[src/rtl/ext_mem_arbiter.sv]
// ext_mem_arbiter
//   Shares a single-port data memory between the CPU and an external host.
//   While idle the CPU owns the memory port combinationally. An accepted host
//   request freezes the CPU (cpu_stall) and runs a word-sized burst of
//   host_len+1 beats, writing beats from the host or returning read beats
//   one at a time with a valid/ready handshake. A one-cycle host_done pulse
//   ends every completed burst.
//
// Ports
//   clk, reset                 single clock, asynchronous active-high reset
//   cpu_mem_write/adr/wdata/funct3
//                              CPU data-memory request (passed through in IDLE)
//   host_valid/ready/write/adr/len/wdata
//                              host request and write-beat channel
//   host_rvalid/rready/rdata   host read-return channel
//   host_done                  one-cycle burst-complete pulse
//   cpu_stall                  CPU freeze while a host burst owns the memory
//   busy                       arbiter is serving the host
//   mem_write/adr/wdata/funct3 memory port; mem_rdata is combinational read data
module ext_mem_arbiter #(
  parameter int DATA_W = 32,
  parameter int ADDR_W = 32,
  parameter int LEN_W  = 4
) (
  input  logic              clk,
  input  logic              reset,
  input  logic              cpu_mem_write,
  input  logic [ADDR_W-1:0] cpu_adr,
  input  logic [DATA_W-1:0] cpu_wdata,
  input  logic [2:0]        cpu_funct3,
  input  logic              host_valid,
  output logic              host_ready,
  input  logic              host_write,
  input  logic [ADDR_W-1:0] host_adr,
  input  logic [LEN_W-1:0]  host_len,
  input  logic [DATA_W-1:0] host_wdata,
  output logic              host_rvalid,
  input  logic              host_rready,
  output logic [DATA_W-1:0] host_rdata,
  output logic              host_done,
  output logic              cpu_stall,
  output logic              busy,
  output logic              mem_write,
  output logic [ADDR_W-1:0] mem_adr,
  output logic [DATA_W-1:0] mem_wdata,
  output logic [2:0]        mem_funct3,
  input  logic [DATA_W-1:0] mem_rdata
);

  localparam logic [2:0] FUNCT3_WORD = 3'b010;

  typedef enum logic [2:0] {IDLE, WBURST, RADDR, RHOLD, DONE} state_t;

  state_t            state, nextState;
  logic [ADDR_W-1:0] baseAdr;
  logic [LEN_W-1:0]  lenReg;
  logic [LEN_W-1:0]  count;
  logic [ADDR_W-1:0] beatAdr;
  logic              lastBeat;

  // Byte address of beat cnt; the add is ADDR_W wide so bursts wrap silently.
  function automatic logic [ADDR_W-1:0] beatAddr(input logic [ADDR_W-1:0] base,
                                                  input logic [LEN_W-1:0]  cnt);
    return base + (ADDR_W'(cnt) << 2);
  endfunction

  assign beatAdr  = beatAddr(baseAdr, count);
  assign lastBeat = (count == lenReg);

  // Request acceptance: state register and beat counter
  always_ff @(posedge clk or posedge reset) begin
    if (reset) begin
      state <= IDLE;
    end else begin
      state <= nextState;
    end
  end

  always_ff @(posedge clk or posedge reset) begin
    if (reset) begin
      count <= '0;
    end else begin
      case (state)
        IDLE:    if (host_valid)  count <= '0;
        WBURST:  if (host_valid)  count <= count + LEN_W'(1);
        RHOLD:   if (host_rready) count <= count + LEN_W'(1);
        default: ;
      endcase
    end
  end

  // Burst base and length are plain data: only meaningful once a request is
  // accepted, so they carry no reset. Direction is not stored; it is encoded
  // by which burst state the FSM enters.
  always_ff @(posedge clk) begin
    if (state == IDLE && host_valid) begin
      baseAdr <= host_adr;
      lenReg  <= host_len;
    end
  end

  // Read return: capture the combinational memory data on leaving RADDR
  always_ff @(posedge clk or posedge reset) begin
    if (reset) begin
      host_rdata <= '0;
    end else if (state == RADDR) begin
      host_rdata <= mem_rdata;
    end
  end

  assign host_rvalid = (state == RHOLD);

  always_comb begin
    nextState = state;
    case (state)
      IDLE:    if (host_valid) nextState = host_write ? WBURST : RADDR;
      WBURST:  if (host_valid && lastBeat) nextState = DONE;
      RADDR:   nextState = RHOLD;
      RHOLD:   if (host_rready) nextState = lastBeat ? DONE : RADDR;
      DONE:    nextState = IDLE;
      default: nextState = IDLE;
    endcase
  end

  // Memory port mux and handshake outputs
  always_comb begin
    mem_write  = 1'b0;
    mem_adr    = beatAdr;
    mem_wdata  = host_wdata;
    mem_funct3 = FUNCT3_WORD;
    host_ready = 1'b0;
    cpu_stall  = 1'b1;
    busy       = 1'b1;
    host_done  = 1'b0;
    case (state)
      IDLE: begin
        // The CPU access in the acceptance cycle still reaches memory.
        mem_write  = cpu_mem_write;
        mem_adr    = cpu_adr;
        mem_wdata  = cpu_wdata;
        mem_funct3 = cpu_funct3;
        host_ready = 1'b1;
        cpu_stall  = 1'b0;
        busy       = 1'b0;
      end
      WBURST: begin
        host_ready = 1'b1;
        mem_write  = host_valid;
      end
      DONE:    host_done = 1'b1;
      default: ;
    endcase
  end

endmodule
[config.mk]
export PLATFORM = sky130hd
export DESIGN_NAME = ext_mem_arbiter
export DESIGN_NICKNAME = d
export VERILOG_FILES = /design/src/rtl/ext_mem_arbiter.sv
export SDC_FILE = /design/constraint.sdc
export NUM_CORES = 1
export LEC_CHECK = 0
export CAP_MARGIN = 10
export CORE_UTILIZATION = 33
export CTS_CLUSTER_DIAMETER = 60
export DETAILED_ROUTE_END_ITERATION = 12
export GPL_TIMING_DRIVEN = 0
export PLACE_DENSITY = 0.83
export SLEW_MARGIN = 15
export SYNTH_ARGS = -nofsm -noshare
export SYNTH_HDL_FRONTEND = slang
export SYNTH_SLANG_ARGS = --single-unit
[constraint.sdc]
create_clock -name clk -period 2.5 [get_ports clk]
set_input_delay 0.375 -clock clk [delete_from_list [all_inputs] [get_ports clk]]
set_output_delay 0.375 -clock clk [all_outputs]
set_load 0.05 [all_outputs]
# ---- Word level (Yosys, flattened, before mapping)
# Cells that the tools add are included.
dict set report totals {
  wordCells 40
  output_inout_bits 105
  inputBits 173
  regBits 75
}
dict set report classes {
  eq_ne 9
  addsub 2
  reduce_logical 7
  mux 17
}
# operator n
set op_table {}
lappend op_table {{two-way mux 32 bit} 2}
lappend op_table {{adder 32 x 6 -> 32 bit} 1}
lappend op_table {{two-way mux 3 bit} 5}
lappend op_table {{two-way mux 4 bit} 3}
lappend op_table {{one-hot mux 3 bit (4 select lines)} 1}
lappend op_table {{one-hot mux 4 bit (3 select lines)} 1}
lappend op_table {{== test 3 x 2 -> 1 bit, second input constant} 2}
lappend op_table {{inequality test 2 bit, second input constant} 3}
lappend op_table {{adder 4 x 1 -> 4 bit, second input constant} 1}
lappend op_table {{== test 4 bit} 1}
lappend op_table {{AND reduction 4 bit} 1}
lappend op_table {{== test 3 x 1 -> 1 bit, second input constant} 1}
lappend op_table {{== test 3 bit, second input constant} 1}
lappend op_table {{logical NOT 3 bit} 1}
lappend op_table {{two-way mux 1 bit} 3}
lappend op_table {{AND reduction 3 bit} 1}
lappend op_table {{nonzero test 3 bit} 1}
lappend op_table {{logical AND 1 bit} 2}
lappend op_table {{two-way mux 2 bit} 1}
lappend op_table {{inequality test 2 x 1 -> 1 bit, second input constant} 1}
lappend op_table {{one-hot mux 1 bit (2 select lines)} 1}
lappend op_table {{OR reduction 2 bit} 1}

# ---- Longest topological paths before layout
dict set report depth {
  ltp_word 4
  ltp_mapped 7
  mapped_depth_nobuf 6
}

# ---- Least setup slack after synthesis
# No wires, ideal clock.
dict set report synth_timing {
  path_kind {flip-flop to output port}
  from {register count[0]}
  to {output port mem_adr[14]}
  path_buffers 1
  arrival_time_ns 2.911
  stages_incl_launch_ff 8
  required_ns 2.125
  slack_ns -0.786
  path_cell_list {dfrtp_1 -> ha_1 -> fa_1 -> a211oi_1 -> or2_2 -> clkbuf_1 -> o21ai_0 -> a31oi_1}
}
dict set report synth_via {
  elab_chain_cells 2
}
# item line_no
set synth_rtl {}
lappend synth_rtl {{start, declared} 57} ;# logic [LEN_W-1:0] count;
lappend synth_rtl {{start signal, assigned} 85} ;# WBURST: if (host_valid) count <= count + LEN_W'(1);
lappend synth_rtl {{start signal, assigned} 86} ;# RHOLD: if (host_rready) count <= count + LEN_W'(1);
lappend synth_rtl {{adder 32 x 6 -> 32 bit} 64} ;# return base + (ADDR_W'(cnt) << 2);
lappend synth_rtl {{two-way mux 32 bit} 135} ;# case (state)
lappend synth_rtl {{end, declared} 44} ;# output logic [ADDR_W-1:0] mem_adr,
# Every way passes these cells.

# ---- Worst setup path after layout
dict set report layout_timing {
  from {register baseAdr[13]}
  to {output port mem_adr[21]}
}
dict set report layout_via {
  elab_chain_cells 2
}
# item line_no
set layout_rtl {}
lappend layout_rtl {{start, declared} 55} ;# logic [ADDR_W-1:0] baseAdr;
lappend layout_rtl {{start signal, assigned} 97} ;# baseAdr <= host_adr;
lappend layout_rtl {{adder 32 x 6 -> 32 bit} 64}
lappend layout_rtl {{two-way mux 32 bit} 135}
# Every way passes these cells.

==> results.json <==
{
  "status": "finished with violations",
  "violations": "negative setup slack",
  "critPathMaxStageDelay_ns": 0.56,
  "intPower_mw": 4.375,
  "wl_per_cell_um": 19.03,
  "dpl.cell_count": 902,
  "ant_nets": 0,
  "vias": 4878,
  "cp.arrival_ns": 2.50,
  "clock-root-buffer": "clkbuf_16",
  "hpwlAfterDp_mm": 12.87,
  "clk_pin_slew_ns": 0.06,
  "power_mw": 8.504,
  "r2r-end": "host_rdata[14]",
  "synthAdderAreaFrac": 0.01928,
  "synthArstFlopShare": 0.5200,
  "final_util": 0.6737,
  "grt-ovfl-total": 0,
  "grt_pass1_vias": 4970,
  "netlist_area_um2": 4284,
  "grt_max_degree": 34,
  "yosysUniqueCellTypes": 47,
  "dieArea_um2": 13440,
  "hold_path.class": "in2async",
  "netSwitchingFraction": 0.4856,
  "drive_gt1_frac": 0.3290,
  "powerDensity_nw_per_um2": 1000,
  "pin_count": 278,
  "place.gp.congestion": 0.9248,
  "skew_ns": 0.007298,
  "place_ws_ns": -1.523,
  "cts_tree": "done",
  "yosys.area_share.simple": 0.2386,
  "dieHeight_um": 115.9,
  "grtUsageTotal": 0.2528,
  "fmax_mhz": 348.0,
  "post-route-drc-count": 0,
  "htree_levels": 3,
  "grt_pass1_wl_mm": 25.54,
  "synth-seq-cells": 75,
  "fp.dieW_um": 115.9,
  "clkPwrFrac": 0.142,
  "yosysTopAreaCell": "edfxtp_1",
  "antenna_found_initial": 2,
  "tightest_slew_ns": 0.5570,
  "synthFlopType": "dfrtp_1",
  "start_kind": "flop",
  "synth_nets": 630,
  "timing.final.ws_setup_ns": -0.3739,
  "power_switching_mw": 4.130,
  "rsz0062_at_grt": "true",
  "ir_drop_v": 0.0009846,
  "yosys_warnings": 0,
  "finalSetupViolCount": 26,
  "required_ns": 2.12,
  "ys_seq_area_frac": 0.4801,
  "finalMaxSlewViolations": 0,
  "post-route-min-period_ns": 2.874,
  "reg2regPathDepth": 5,
  "worstSetupStartpoint": "baseAdr[13]",
  "fin_nets": 952,
  "syn_inst": 451,
  "drt_iter0_drc": 235,
  "p_comb_frac": 0.632,
  "rrSetupSlack_ns": 0.43,
  "via_per_inst": 5.129,
  "synth_xor_area_frac": 0.02658,
  "slew_headroom": 0.6276,
  "core_um2": 12620,
  "syn_to_final_growth_pct": 98.45,
  "cpMostUsedCell": "or4_4",
  "setup.worst_path.end": "mem_adr[21]",
  "synthMuxAreaShare": 0.08645,
  "power_frac_seq": 0.226,
  "io_buffer_count": 277,
  "finalNonFillerCells": 951,
  "crit_type": "reg2out",
  "crit_fanout": 6,
  "cts_sinks": 75,
  "leakage_nw": 3.418,
  "avgSynthCellArea_um2": 9.499,
  "synth_edf_count": 36,
  "synth.area.top_cells": "edfxtp_1 25%, dfrtp_1 23%, nand2_1 11%",
  "rows": 41,
  "synth_top_family_by_area": "simple AND/OR/NAND/NOR gates",
  "clock_path_buffers": 2,
  "drt_pre_antenna_iters": 4,
  "synth_compound_area_frac": 0.1037,
  "critPathCaptureType": "output port",
  "clock_latency_ns": 0.34,
  "max_cap_viol_count": 0,
  "start_util": 0.3395,
  "period_share": 1.150,
  "numCtsBuffers": 9,
  "r2r_start": "state[2]",
  "critPathSlowestCell": "or4_4",
  "synth_top_area_share": 0.2523,
  "final_hold_viol_count": 0,
  "worstPathCellList": "nand4_1 > or4_4 > buf_8 > or4_4 > a31oi_4 > buf_6",
  "routed_wl_mm": 18.10
}
==> cells in the final DEF, fill, tap and decap left out, drive strengths merged, types with 4 or more instances in the layout <==
master and n:
and2 4, clkdlybuf4s50 205, inv 11, o31ai 12, buf 112, nand3 15, xnor2 12, a21o 4
or4 13, o21ai 13, clkinv 5, or3 5, a21oi 6, dfrtp 39, a31oi 21, edfxtp 36
nand4 7, clkdlybuf4s15 4, nor2 25, o41ai 4, and3 8, ha 5, mux2 32, nor3 5
a211oi 5, clkbuf 23, nand2 123
==> power groups by stage <==
stage,Sequential [mW],Clock [mW],Combinational (mW)
6_report,1.92,1.21,5.38
5_1_grt,1.96,1.28,5.62
4_1_cts,1.92,1.24,5.38
3_5_place_dp,1.90,0,5.10
3_3_place_gp,1.88,0,5.00
2_1_floorplan,2.80,0,2.40
==> kinds of logic after synthesis <==
group | count (synthesis)
compound gates | 68
buf+inv | 38
mux | 33
flops | 75
simple gates | 218
xor+xnor | 13
fa+ha+maj | 6
==> how the worst min path moves through the flow <==
stage | start | end | cells past startpoint
2_1_floorplan | host_adr[0] | baseAdr[0] | 0
6_report | reset | host_rdata[22] | 2
5_1_grt | reset | host_rdata[29] | 2
3_5_place_dp | host_rdata[26] | host_rdata[26] | 1
4_1_cts | reset | host_rdata[22] | 2
3_3_place_gp | host_rdata[10] | host_rdata[10] | 1
==> stage by stage <==
| stage | instance area [um^2] | hold WS, ns | TNS [ns] |
|---|---|---|---|
| 2_1_floorplan | 4617 | 0.4739 | -0.1077 |
| 3_3_place_gp | 7605 | 0.4909 | -103.63 |
| 3_5_place_dp | 7654 | 0.4985 | -90.51 |
| 4_1_cts | 8473 | 0.3716 | -7.012 |
| 5_1_grt | 8502 | 0.4287 | -9.056 |
| 6_report | 8502 | 0.3667 | -7.176 |
==> layer usage <==
layer / share of wire / track usage
met1: 0.34 / 0.2547
met2: 0.53 / 0.4675
met3: 0.10 / 0.08002
met4: 0.032 / 0.1265
met5: 0 / 0
==> flip-flops by register name (all words and copies together), names as in the netlist <==
name,cells
baseAdr,32
state,3
lenReg,4
count,4
host_rdata,32
==> cell usage after synthesis, types with 2 or more instances <==
master    instances
a211oi_1          5
a21o_1            4
a21oi_1           6
a31oi_1          21
and2_1            4
and3_1            7
buf_1             4
buf_6             6
clkbuf_1         15
dfrtp_1          39
edfxtp_1         36
ha_1              5
inv_1             9
mux2_2           32
nand2_1         123
nand2b_1          2
nand3_1          15
nand4_1           6
nor2_1           25
nor2b_1           2
nor3_1            5
nor4_1            2
o21ai_0          13
o31ai_1          12
o41ai_1           4
or3_1             4
or4_1            12
or4bb_1           3
xnor2_1          12
==> layout make-up <==
type,instances,area (um^2)
multi-input combinational,338,2734
buffer,26,206.4
inverter,10,37.54
clock buffer,9,225.2
timing repair buffer,313,2965
clock inverter,7,52.55
sequential,75,2063
fill,955,4118
antenna,1,2.502
tap,172,215.2
==> repair_timing <==
item / in CTS / in global routing
setup endpoints to repair: 109 / 52
cloned: 3 / 0
hold buffers: 0 / 0
gates resized for setup: 413 / 70
setup buffers: 25 / 6
pin swaps: 24 / 11
==> critical path, delay by kind of cell, from the launching register on <==
kind | cells | cell delay [ns]
and+or+nand+nor | 3 | 1.24
buffers and inverters | 2 | 0.34
DFF | 1 | 0.40
AOI/OAI and AO/OA | 1 | 0.16
No activity file was read; power rests on OpenSTA's default activity.
